`src/rtl/riscv32m_div_sequencer.sv`:
```
// riscv32m_div_sequencer: iterative RV32M DIV/DIVU/REM/REMU controller with a restoring divider
module riscv32m_div_sequencer #(
  parameter int unsigned STEPS     = 1,
  parameter int unsigned TAG_WIDTH = 5
) (
  input  logic                 clk,
  input  logic                 rst_n,
  input  logic                 flush,
  input  logic                 cmd_valid,
  output logic                 cmd_ready,
  input  logic [2:0]           cmd_funct3,
  input  logic [31:0]          cmd_rs1,
  input  logic [31:0]          cmd_rs2,
  input  logic [TAG_WIDTH-1:0] cmd_tag,
  output logic                 result_valid,
  input  logic                 result_ready,
  output logic [31:0]          result_data,
  output logic                 result_error,
  output logic [TAG_WIDTH-1:0] result_tag
);
  typedef enum logic [2:0] {IDLE, PREP, ITER, FIX, DONE} state_t;
  localparam logic [4:0] ITER_LAST = 5'(32 / STEPS - 1);
  state_t               state_q, state_d;
  logic [31:0]          rs1_q, rs1_d, rs2_q, rs2_d, quo_q, quo_d, div_q, div_d;
  logic [32:0]          rem_q, rem_d;
  logic [2:0]           f3_q, f3_d;
  logic [TAG_WIDTH-1:0] tag_q, tag_d, res_tag_q, res_tag_d;
  logic [4:0]           cnt_q, cnt_d;
  logic                 negq_q, negq_d, negr_q, negr_d, res_err_q, res_err_d;
  logic [31:0]          res_data_q, res_data_d;
  logic                 signed_op;
  logic [32:0]          rem_n;
  logic [31:0]          quo_n;
  assign signed_op    = ~f3_q[0];
  assign cmd_ready    = state_q == IDLE;
  assign result_valid = state_q == DONE;
  assign result_data  = res_data_q;
  assign result_error = res_err_q;
  assign result_tag   = res_tag_q;
  always_comb begin
    rem_n = rem_q;
    quo_n = quo_q;
    for (int i = 0; i < int'(STEPS); i++) begin
      rem_n = {rem_n[31:0], quo_n[31]};
      quo_n = {quo_n[30:0], 1'b0};
      if (rem_n >= {1'b0, div_q}) begin
        rem_n    = rem_n - {1'b0, div_q};
        quo_n[0] = 1'b1;
      end
    end
  end
  always_comb begin
    state_d    = state_q;
    rs1_d      = rs1_q;
    rs2_d      = rs2_q;
    f3_d       = f3_q;
    tag_d      = tag_q;
    quo_d      = quo_q;
    rem_d      = rem_q;
    div_d      = div_q;
    cnt_d      = cnt_q;
    negq_d     = negq_q;
    negr_d     = negr_q;
    res_data_d = res_data_q;
    res_err_d  = res_err_q;
    res_tag_d  = res_tag_q;
    unique case (state_q)
      IDLE: if (cmd_valid) begin
        rs1_d   = cmd_rs1;
        rs2_d   = cmd_rs2;
        f3_d    = cmd_funct3;
        tag_d   = cmd_tag;
        state_d = PREP;
      end
      PREP: begin
        quo_d  = (signed_op && rs1_q[31]) ? -rs1_q : rs1_q;
        div_d  = (signed_op && rs2_q[31]) ? -rs2_q : rs2_q;
        rem_d  = '0;
        cnt_d  = ITER_LAST;
        negq_d = signed_op & (rs1_q[31] ^ rs2_q[31]);
        negr_d = signed_op & rs1_q[31];
        state_d = DONE;
        res_tag_d = tag_q;
        res_err_d = ~f3_q[2];
        // Special cases resolve here; only an ordinary divide falls through to ITER
        if (!f3_q[2]) res_data_d = '0;
        else if (rs2_q == '0) res_data_d = f3_q[1] ? rs1_q : 32'hFFFF_FFFF;
        else if (signed_op && rs1_q == 32'h8000_0000 && rs2_q == 32'hFFFF_FFFF)
          res_data_d = f3_q[1] ? 32'h0 : 32'h8000_0000;
        else begin
          state_d   = ITER;
          res_tag_d = res_tag_q;
          res_err_d = res_err_q;
        end
      end
      ITER: begin
        rem_d   = rem_n;
        quo_d   = quo_n;
        cnt_d   = cnt_q - 5'd1;
        state_d = cnt_q == '0 ? FIX : ITER;
      end
      FIX: begin
        res_data_d = f3_q[1] ? (negr_q ? -rem_q[31:0] : rem_q[31:0]) : (negq_q ? -quo_q : quo_q);
        res_err_d  = 1'b0;
        res_tag_d  = tag_q;
        state_d    = DONE;
      end
      DONE: state_d = result_ready ? IDLE : DONE;
      default: state_d = IDLE;
    endcase
    // A killed op must not disturb the visible result registers
    if (flush) begin
      state_d    = IDLE;
      rs1_d      = rs1_q;
      rs2_d      = rs2_q;
      f3_d       = f3_q;
      tag_d      = tag_q;
      res_data_d = res_data_q;
      res_err_d  = res_err_q;
      res_tag_d  = res_tag_q;
    end
  end
  always_ff @(posedge clk or negedge rst_n) begin
    if (!rst_n) begin
      state_q    <= IDLE;
      rs1_q      <= '0;
      rs2_q      <= '0;
      f3_q       <= '0;
      tag_q      <= '0;
      quo_q      <= '0;
      rem_q      <= '0;
      div_q      <= '0;
      cnt_q      <= '0;
      negq_q     <= 1'b0;
      negr_q     <= 1'b0;
      res_data_q <= '0;
      res_err_q  <= 1'b0;
      res_tag_q  <= '0;
    end else begin
      state_q    <= state_d;
      rs1_q      <= rs1_d;
      rs2_q      <= rs2_d;
      f3_q       <= f3_d;
      tag_q      <= tag_d;
      quo_q      <= quo_d;
      rem_q      <= rem_d;
      div_q      <= div_d;
      cnt_q      <= cnt_d;
      negq_q     <= negq_d;
      negr_q     <= negr_d;
      res_data_q <= res_data_d;
      res_err_q  <= res_err_d;
      res_tag_q  <= res_tag_d;
    end
  end
endmodule

```
`config.mk`:
```
export PLATFORM = sky130hd
export DESIGN_NAME = riscv32m_div_sequencer
export DESIGN_NICKNAME = d
export VERILOG_FILES = /design/src/rtl/riscv32m_div_sequencer.sv
export SDC_FILE = /design/constraint.sdc
export NUM_CORES = 1
export LEC_CHECK = 0
export ABC_AREA = 1
export BUFFER_PORTS_ARGS = -buffer_cell sky130_fd_sc_hd__buf_2
export CORE_ASPECT_RATIO = 0.5
export CORE_MARGIN = 3
export CORE_UTILIZATION = 49
export DETAILED_ROUTE_END_ITERATION = 10
export GPL_TIMING_DRIVEN = 0
export PLACE_DENSITY = 0.67
export SYNTH_ARGS = -nofsm -noshare
export SYNTH_HDL_FRONTEND = slang
export SYNTH_SLANG_ARGS = --single-unit
```
`constraint.sdc`:
```
create_clock -name clk -period 2.3 [get_ports clk]
set_input_delay 0.46 -clock clk [delete_from_list [all_inputs] [get_ports clk]]
set_output_delay 0.46 -clock clk [all_outputs]
set_load 0.02 [all_outputs]
```
==> results of run 1 <==
cell type report:
type                       instances  area share, %
clock inverter                     4         0.1409
buffer                            81          2.235
tap                              423          2.839
sequential                       216          29.21
clock buffer                      33          3.503
inverter                         243          4.933
multi-input combinational       1762          50.90
timing repair buffer             184          6.242
final timing paths:
kind                       cells past startpoint                     endpoint
setup / recovery                              13         rem_q[8]$_DFFE_PN0P_
setup reg to reg                              13         rem_q[8]$_DFFE_PN0P_
hold reg to reg                                2  result_data[18]$_DFFE_PN0P_
min in group clk                               2       state_q[1]$_DFFE_PN0P_
max in group asynchronous                      2        quo_q[19]$_DFFE_PN0P_
hold / removal                                 1         div_q[9]$_DFFE_PN0P_
timing repair:
item                       CTS  global route
pin swaps                   17            50
cloned                       0             3
gates resized for setup    105           147
setup buffers               22            42
setup endpoints to repair  150            94
hold buffers                 0             0
sequential cells by signal, indices dropped and copies added (netlist names), 5 cells and up:
name	flops
cnt_q	5
div_q	32
quo_q	32
rem_q	32
result_data	32
result_tag	5
rs1_q	32
rs2_q	32
tag_q	5
placed cells by master, fill, tap and decap left out, types with 15 or more instances in the layout:
cell type  synthesis  layout
dfrtp_2            0      32
nand2_1          677     637
a21oi_2            7      16
inv_1            225     205
inv_2             17      35
xor2_1            46      46
o21ai_0          114     109
nand4_1           43      43
o21ai_1           34      36
nor2_1           299     279
nor2_4             2      19
clkbuf_1          45      45
nand3_2            3      16
nand3b_1          15      15
o221ai_1          18      18
a21oi_1          131     122
clkbuf_16          0      25
ha_4               0      32
nand2_2            3      37
mux2_2            17      17
buf_4              3      69
buf_2             21     129
nand3_1          216     201
nor2_2            17      20
dfrtp_1          216     184
synth_stat cells (2+ instances only):
cell type	count	area share [%]
buf_4	3	0.15
o211ai_1	9	0.44
nand2_4	2	0.15
nand2_2	3	0.12
o21bai_1	11	0.54
a21oi_1	131	4.3
a22oi_1	2	0.098
o22ai_1	11	0.45
xor2_1	46	2.6
nor3_2	2	0.13
nor3_1	15	0.49
clkbuf_1	45	1.1
nor2_1	299	7.3
nand4_1	43	1.8
nand3_2	3	0.20
xnor2_1	17	0.97
o21ai_1	34	1.1
inv_2	17	0.42
o221ai_1	18	1.0
o31ai_1	3	0.15
dfrtp_1	216	35
a21oi_2	7	0.40
ha_1	39	3.2
nand3b_1	15	0.74
buf_1	8	0.20
buf_6	4	0.29
o21ai_0	114	3.7
mux2_2	17	1.3
nand3_1	216	7.1
inv_1	225	5.5
nor2_2	17	0.69
nand2_1	677	17
a31oi_1	2	0.082
nor2_4	2	0.15
buf_2	21	0.69
cells by family (layout without fill, tap and decap cells):
logic type,after synthesis,count (layout)
AND/OR/NAND/NOR,1296,1296
AO/OA/AOI/OAI,346,346
buffers and inverters,324,545
flip-flops,216,216
XOR/XNOR,63,63
adder cells (fa/ha/maj),40,40
multiplexers,17,17
metrics by stage:
stage / TNS [ns] / total power, W / hold WS, ns
global route: -1.350 / 0.02789 / 0.05282
CTS: -0.004188 / 0.02446 / 0.03285
finish: -0.04692 / 0.02610 / -0.02415
detailed placement: -23.48 / 0.01997 / 0.4595
floorplan: 0 / 0.01567 / 0.1644
global placement: -705.23 / 0.01986 / 0.4605
metal layers:
metal | track usage (%) | wire length (µm) | part of all wire, % | vias to the layer above
met5 | 0 | 0 | 0 | -
met4 | 6.557 | 1094 | 1.9 | 0
met3 | 6.740 | 5545 | 9.7 | 74
met2 | 47.92 | 23480 | 41 | 767
met1 | 50.55 | 27270 | 48 | 7857
li1 | - | - | - | 7887
report_power, final:
group	switching [W]	leakage [nW]	internal [W]
Sequential	0.00155	2.59	0.00530
Combinational	0.0103	6.45	0.00543
Clock	0.00161	0.331	0.00196
Total	0.0134	9.37	0.0127
==> metrics, run 1 <==
# rows=45; ratio of cells with drive above 1 in the final layout=between 10% and 20%; flop2flop setup slack=-0.01 ns; Top Ports=117; Max VDD drop=roughly 0.64 mV; # DRC=0; hpwl dp=approximately 43 mm; CP Capture Type=flop; Starting Density=~50%; Post-Synth Simple-Gate Area=35.58%; worst-margin pin slew=0.9232 ns; die width=around 260 µm; total CTS buffers=22; asr flop ratio synth=100.0%; crit-path leading delay family=adder cells; Netlist Area Pre-Place=between 15000 and 20000 µm²; Post-Place Cells=around 2800; fmax=between 400 and 500 MHz; xor/xnor share of the synthesized area=between 3 and 4%; CTS tree=done; maximum clock path buffer count=3; Avg Cell Area, Syn=~6.6 µm²; Hold Slack=-0.02415 ns; Yosys reg bits=roughly 220; I/O Buffers=around 120; pre-CTS WS=-0.4206 ns; HP Class=in2async; Initial DRC Count=1933; routed wire length=57.38 mm; clk sink count=~220; largest net degree at the start of global routing=110; Worst Path Buf+Inv=3; CP Max Fanout=4; number of max-cap violations=0; prevailing post-synth register cell=dfrtp_1; Area after DPL=16450 µm²; status=complete, but fails checks; ant diodes=0; Hold Vio Cnt, Final=3; DR pass1 iterations=5; global route overflow=0; worst skew pair latency=0.54 ns; RR Startpoint=quo_q[31]$_DFFE_PN0P_; Die H=between 100 and 150 µm; Avg Vias per Cell=~5.6; post-route cell area=18640 µm²; CP Cell Sequence=inv_4 -> ha_4 -> inv_2 -> fa_2 -> nand2_2 -> nand2_2 -> buf_6 -> nand2_2 -> o211ai_1 -> xnor2_1 -> nand2_1 -> nand3_1 -> nand2_1; largest family of logic cells by synthesized area=simple AND/OR/NAND/NOR gates; Synth Area in Compound Gates=12.54%; Cells after Synth=approximately 2300; synthesis-to-finish area growth=21.80%; initial antenna violation count=0; mux cell area share after synthesis=under 10%; total area of sequential cells=about 5400 µm²; CP arrival=approximately 2.7 ns; syn_nets=roughly 2400; violated checks=hold timing, setup timing; vias in the first global route=~15000; DR vias=approximately 17000; max_slew headroom=38.46%; final setup vio count=8; Worst Path Required=~2.7 ns; first-pass GRT wire length=roughly 86 mm; H-tree depth=1; routability cong.=approximately 0.98; crit path max-delay cell type=dfrtp_1; Core Box Area=roughly 30000 µm²; unique cell type count in the Yosys netlist=43; EDFF count, synth=0; clk_skew=roughly 0.020 ns; final cell count without fillers=between 2000 and 3000; Die Area=around 34000 µm²; post-layout util=around three fifths; pwr dens=approximately 1400 nW/µm²; Detail Route Antenna Nets=0; crit path time final=~2.3 ns; Crit. Startpoint=quo_q[31]$_DFFE_PN0P_; sequential share of the synthesized area=about a third; Clock Pin Slew Worst Setup and Hold Paths=about 0.080 ns; Total GRT Usage=roughly 33%; crit start category=flop; Most common cell on crit path=nand2_2; final worst-path setup slack=-0.01498 ns; max-slew violation count=0; Synth Area in Adders=3.319%; Synth Warn #=0; leakage power=9.368 nW; clock root cell=clkbuf_16; CP peak stage delay=0.41 ns; Final nets=between 2000 and 3000; detailed-route wire length per cell=between 15 and 20 µm; RSZ-0062 raised after global routing=true; # fillers=about 3000; worst setup path category=reg2reg; final worst path period share=100.7%; area of the multi-input gates=approximately 9500 µm²
Note: power is estimated with default switching activity, not from simulation.
==> run 2, diff against run 1 <==
==> constraint.sdc (replaced) <==
create_clock -name clk -period 2.3 [get_ports clk]
set_input_delay 0.115 -clock clk [delete_from_list [all_inputs] [get_ports clk]]
set_output_delay 0.115 -clock clk [all_outputs]
set_load 0.02 [all_outputs]
==> run 2 against run 1 <==
Net effect: the flow finishes with violations (setup timing); first-iteration DRC count increased by 2.5%; die area unchanged; cell count increased by 2.6%; clock skew decreased by 0.0012 ns.
==> metrics, run 2 (same netlist as run 1, synthesis figures left out) <==
status=complete, but fails checks; violated checks=setup timing; HP Class=in2async; ant diodes=0; routability cong.=~1; number of max-cap violations=0; Hold Vio Cnt, Final=0; crit path time final=2.305 ns; CP arrival=~2.7 ns; max_slew headroom=approximately two fifths; FF-to-FF path depth=13; DR vias=roughly 17000; Die Area=33520 µm²; final worst-path setup slack=-0.004507 ns; CP Capture Type=flop; CTS tree=done; Worst Path Required=about 2.7 ns; Total GRT Usage=between 30% and 40%; clock root cell=clkbuf_16; die width=about 260 µm; largest net degree at the start of global routing=110; flop2flop setup slack=-0.005 ns; leakage power=between 9 and 10 nW; final worst path period share=100.2%; Max VDD drop=around 0.64 mV; Core Box Area=around 31000 µm²; vias in the first global route=roughly 15000; clk sink count=216; CP peak stage delay=0.41 ns; commonest non-fill, non-tap cells in the layout=nand2_1 (637), nor2_1 (279), inv_1 (205); H-tree depth=1; ratio of cells with drive above 1 in the final layout=between 10% and 20%; # rows=45; RR Endpoint=rem_q[8]$_DFFE_PN0P_; Top Ports=~120; worst skew pair latency=approximately 0.53 ns; crit start category=flop; initial antenna violation count=0; maximum clock path buffer count=3; Initial DRC Count=1981; CP Max Fanout=4; worst setup path category=reg2reg; Post-Place Cells=about 2800; detailed-route wire length per cell=slightly below 20 µm; total CTS buffers=22; Clock Pin Slew Worst Setup and Hold Paths=0.08 ns; worst-margin pin slew=roughly 0.9 ns; first-pass GRT wire length=around 90 mm; Worst Path Buf+Inv=3; CP Cell Sequence=inv_4 -> ha_4 -> inv_2 -> fa_2 -> nand2_2 -> nand2_2 -> buf_6 -> nand2_2 -> o211ai_1 -> xnor2_1 -> nand2_1 -> nand3_1 -> nand2_1; Hold Slack=0.2285 ns; final setup vio count=1; Detail Route Antenna Nets=0; Pwr Total=approximately 0.026 W; final cell count without fillers=between 3000 and 4000; post-layout util=63.58%; Most common cell on crit path=nand2_2; DR pass1 iterations=8; Avg Vias per Cell=~5.6; pwr dens=roughly 1300 nW/µm²; RR Startpoint=quo_q[31]$_DFFE_PN0P_; Starting Density=between 50% and 60%; I/O Buffers=116; Die H=between 100 and 150 µm; max-slew violation count=0; crit path max-delay cell type=dfrtp_1; clk_skew=roughly 0.019 ns; global route overflow=0; # DRC=0; most common cell after layout, fill and taps aside=nand2_1; RSZ-0062 raised after global routing=true; Final nets=approximately 2700; synthesis-to-finish area growth=26.77%; hpwl dp=around 43 mm; routed wire length=slightly below 60 mm; crit-path leading delay family=adder cells; fmax=between 400 and 500 MHz
## run 2: cell count changes in the layout (fill, tap and decap cells not counted)
cell           previous run  this run
buf_2                   129       130
clkbuf_2                  7         6
dlygate4sd3_1             0        76
## run 2: worst reg2reg max path, stage by stage (launching register included)
cell and delay (ns):
dfrtp_1 0.41, inv_4 0.11, ha_4 0.15, inv_2 0.04, fa_2 0.38, nand2_2 0.08, nand2_2 0.06, buf_6 0.14
nand2_2 0.05, o211ai_1 0.17, xnor2_1 0.33, nand2_1 0.12, nand3_1 0.10, nand2_1 0.06
## run 2: what timing repair did
item | CTS | global route
setup endpoints to repair | 150 | 96
hold buffers | 76 | 0
gates cloned | 0 | 3
setup buffers | 22 | 42
gates resized for setup | 105 | 148
hold endpoints to repair | 182 | 0
pin swaps | 17 | 50
## run 2: area by class of cell
type / instances / area, µm²
Fill cell: 2823 / 11110
Multi-Input combinational cell: 1762 / 9489
Sequential cell: 216 / 5445
Timing Repair Buffer: 260 / 1924
Inverter: 243 / 919.6
Clock buffer: 33 / 653.1
Tap cell: 423 / 529.3
Buffer: 81 / 416.7
Clock inverter: 4 / 26.28
## run 2: metrics by stage
step	setup WS [ns]	setup TNS, ns	area (µm²)
floorplan	0.2857	0	15310
global placement	-2.839	-627.64	16420
detailed placement	-0.4206	-20.36	16450
CTS	-0.004188	-0.004188	18600
global route	-0.07868	-1.357	19400
finish	-0.004507	-0.004507	19400
## run 2: layer usage
metal,wire length [µm],vias to the layer above,track usage [%],part of all wire [%]
li1,-,8043,-,-
met5,0,-,0,0
met2,24560,803,50.48,42
met3,6221,76,6.971,11
met4,1112,0,6.658,1.9
met1,26850,7960,50.94,46
## run 2: worst max path at each step
stage / from / to / slack, ns / cells after the start
2_1_floorplan: quo_q[31]$_DFFE_PN0P_ / rem_q[26]$_DFFE_PN0P_ / 0.29 / 16
3_3_place_gp: rst_n / result_tag[1]$_DFFE_PN0P_ / -2.84 / 1
3_5_place_dp: quo_q[31]$_DFFE_PN0P_ / rem_q[10]$_DFFE_PN0P_ / -0.42 / 14
4_1_cts: quo_q[31]$_DFFE_PN0P_ / rem_q[26]$_DFFE_PN0P_ / -0.004 / 16
5_1_grt: rem_q[9]$_DFFE_PN0P_ / rem_q[21]$_DFFE_PN0P_ / -0.08 / 15
6_report: quo_q[31]$_DFFE_PN0P_ / rem_q[8]$_DFFE_PN0P_ / -0.005 / 13
## run 2: where the power goes
part           switching, W  internal, W  leakage (nW)
Sequential          0.00155      0.00530          2.59
Clock               0.00159      0.00196         0.331
Combinational        0.0103      0.00551          6.77
==> run 3, diff against run 2 <==
--- a/config.mk
+++ b/config.mk
@@ -9,10 +9,11 @@
 export BUFFER_PORTS_ARGS = -buffer_cell sky130_fd_sc_hd__buf_2
 export CORE_ASPECT_RATIO = 0.5
 export CORE_MARGIN = 3
-export CORE_UTILIZATION = 49
+export CORE_UTILIZATION = 55
 export DETAILED_ROUTE_END_ITERATION = 10
 export GPL_TIMING_DRIVEN = 0
-export PLACE_DENSITY = 0.67
+export MAX_ROUTING_LAYER = met4
+export PLACE_DENSITY = 0.74
 export SYNTH_ARGS = -nofsm -noshare
 export SYNTH_HDL_FRONTEND = slang
 export SYNTH_SLANG_ARGS = --single-unit
==> run 3 against run 2 <==
Net effect: the flow still finishes with violations (setup timing); global-route usage up 3.4 points; critical path depth down 1; cell area down 1.5%; die area down 11%; clock power up 5%; total power down 1.4%; combinational power down 3%; first-iteration DRC count up 18%; sequential share of layout area up 0.40 points; highest routed layer unchanged; via count up 0.58%; register-to-register slack about the same; critical endpoint is now rem_q[31]$_DFFE_PN0P_; worst setup slack worse by 0.0057 ns.
==> metrics, run 3 (same netlist as run 1, synthesis figures left out) <==
pwr dens=~1400 nW/µm²; clk_skew=roughly 0.015 ns; RSZ-0062 raised after global routing=true; Total GRT Usage=between 30% and 40%; leakage power=about 9.6 nW; worst setup path category=reg2reg; DR vias=about 17000; detailed-route wire length per cell=19.01 µm; Hold Vio Cnt, Final=0; fmax=around 430 MHz; setup TNS=-0.01731 ns; maximum clock path buffer count=3; commonest non-fill, non-tap cells in the layout=nand2_1 (652), nor2_1 (281), inv_1 (212); first-pass GRT wire length=83.75 mm; final worst-path setup slack=-0.01025 ns; Die H=124.0 µm; crit path time final=~2.3 ns; Max VDD drop=between 0.8 and 0.9 mV; max-slew violation count=0; CP arrival=~2.7 ns; number of max-cap violations=0; HP Class=in2async; Detail Route Antenna Nets=0; grt met3 use=around a tenth; largest net degree at the start of global routing=122; Clock Pin Slew Worst Setup and Hold Paths=about 0.07 ns; max_slew headroom=41.40%; met1 usage=52.80%; Core Box Area=about 27000 µm²; die width=241.9 µm; worst-margin pin slew=between 0.8 and 0.9 ns; Worst Path Buf+Inv=3; # rows=42; violated checks=setup timing; initial antenna violation count=1; crit start category=flop; CP Max Fanout=8; crit path max-delay cell type=dfrtp_2; Most common cell on crit path=nand2_1; final setup vio count=3; Die Area=between 20000 and 30000 µm²; CP Cell Sequence=ha_4 -> nand2_1 -> inv_2 -> nand4_1 -> nor3b_4 -> nor2_4 -> buf_12 -> nand2_8 -> clkbuf_16 -> nand3_2 -> nand2_1 -> nand2_1; hpwl dp=a little over 40 mm; CP Capture Type=flop; H-tree depth=1; routed wire length=between 50 and 60 mm; total CTS buffers=21; met2 Use GR=a little over half; synthesis-to-finish area growth=24.92%; global route overflow=0; worst skew pair latency=approximately 0.52 ns; Initial DRC Count=2332; CTS tree=done; routability cong.=about 0.99; GRT busiest layer=met2; Top Ports=117; CP peak stage delay=0.47 ns; clock root cell=clkbuf_16; vias in the first global route=15020; most common cell after layout, fill and taps aside=nand2_1; # DRC=0; Final nets=between 2000 and 3000; ratio of cells with drive above 1 in the final layout=17.62%; final worst path period share=100.4%; Worst Path Required=approximately 2.7 ns; DR pass1 iterations=6; I/O Buffers=between 100 and 150; Avg Vias per Cell=~5.7; Starting Density=between 50% and 60%; clk sink count=about 220; crit-path leading delay family=simple AND/OR/NAND/NOR gates; status=complete, but fails checks; Pwr Total=0.02583 W
## run 3: where the power goes
part	internal (W)	switching (W)	total (W)	leakage (nW)
combinational	0.00527	0.0100	0.0153	6.66
sequential	0.00529	0.00152	0.00682	2.59
clock	0.00212	0.00159	0.00371	0.355
## run 3: worst paths after layout
| path | from | endpoint | slack [ns] | cells after the start |
|---|---|---|---|---|
| setup reg to reg | rem_q[1]$_DFFE_PN0P_ | rem_q[31]$_DFFE_PN0P_ | -0.01 | 12 |
| hold reg to reg | result_data[2]$_DFFE_PN0P_ | result_data[2]$_DFFE_PN0P_ | 0.48 | 2 |
| hold / removal | rst_n | rem_q[31]$_DFFE_PN0P_ | 0.19 | 2 |
| setup / recovery | rem_q[1]$_DFFE_PN0P_ | rem_q[31]$_DFFE_PN0P_ | -0.01 | 12 |
| min in group clk | flush | state_q[2]$_DFFE_PN0P_ | 0.36 | 3 |
| max in group asynchronous | rst_n | rem_q[5]$_DFFE_PN0P_ | 1.05 | 3 |
## run 3: routing by layer
layer | wire length, µm | part of all wire, %
met5 | 0 | 0
met4 | 1542 | 2.7
met3 | 6806 | 12
met2 | 23070 | 41
met1 | 24830 | 44
## run 3: area by class of cell
type / instances / area (µm²)
Clock inverter: 13 / 156.4
Tap cell: 374 / 467.9
Antenna cell: 2 / 5.005
Fill cell: 2312 / 7785
Clock buffer: 24 / 566.8
Sequential cell: 216 / 5441
Buffer: 81 / 414.1
Multi-Input combinational cell: 1762 / 9355
Timing Repair Buffer: 244 / 1792
Inverter: 243 / 922.1
## run 3: what timing repair did
action                     in CTS  in global routing
setup buffers                  13                 36
hold buffers                   76                  0
setup endpoints to repair     137                139
hold endpoints to repair      170                  0
resized for setup             101                113
cloned                          0                  2
pin swaps                       6                 35
## run 3: per-stage QoR
stage | hold slack (ns) | instances | util, % | setup WS (ns) | cell area [µm²]
floorplan | -0.1806 | 2302 | - | 0.2857 | 15310
global placement | 0.3445 | 2792 | 60.78 | -2.688 | 16350
detailed placement | 0.1827 | 2793 | 60.92 | -0.2367 | 16390
CTS | 0.2391 | 2919 | 68.62 | 0.0002278 | 18460
global route | 0.2831 | 2958 | 71.06 | -0.03960 | 19120
finish | 0.1907 | 2959 | 71.07 | -0.01025 | 19120
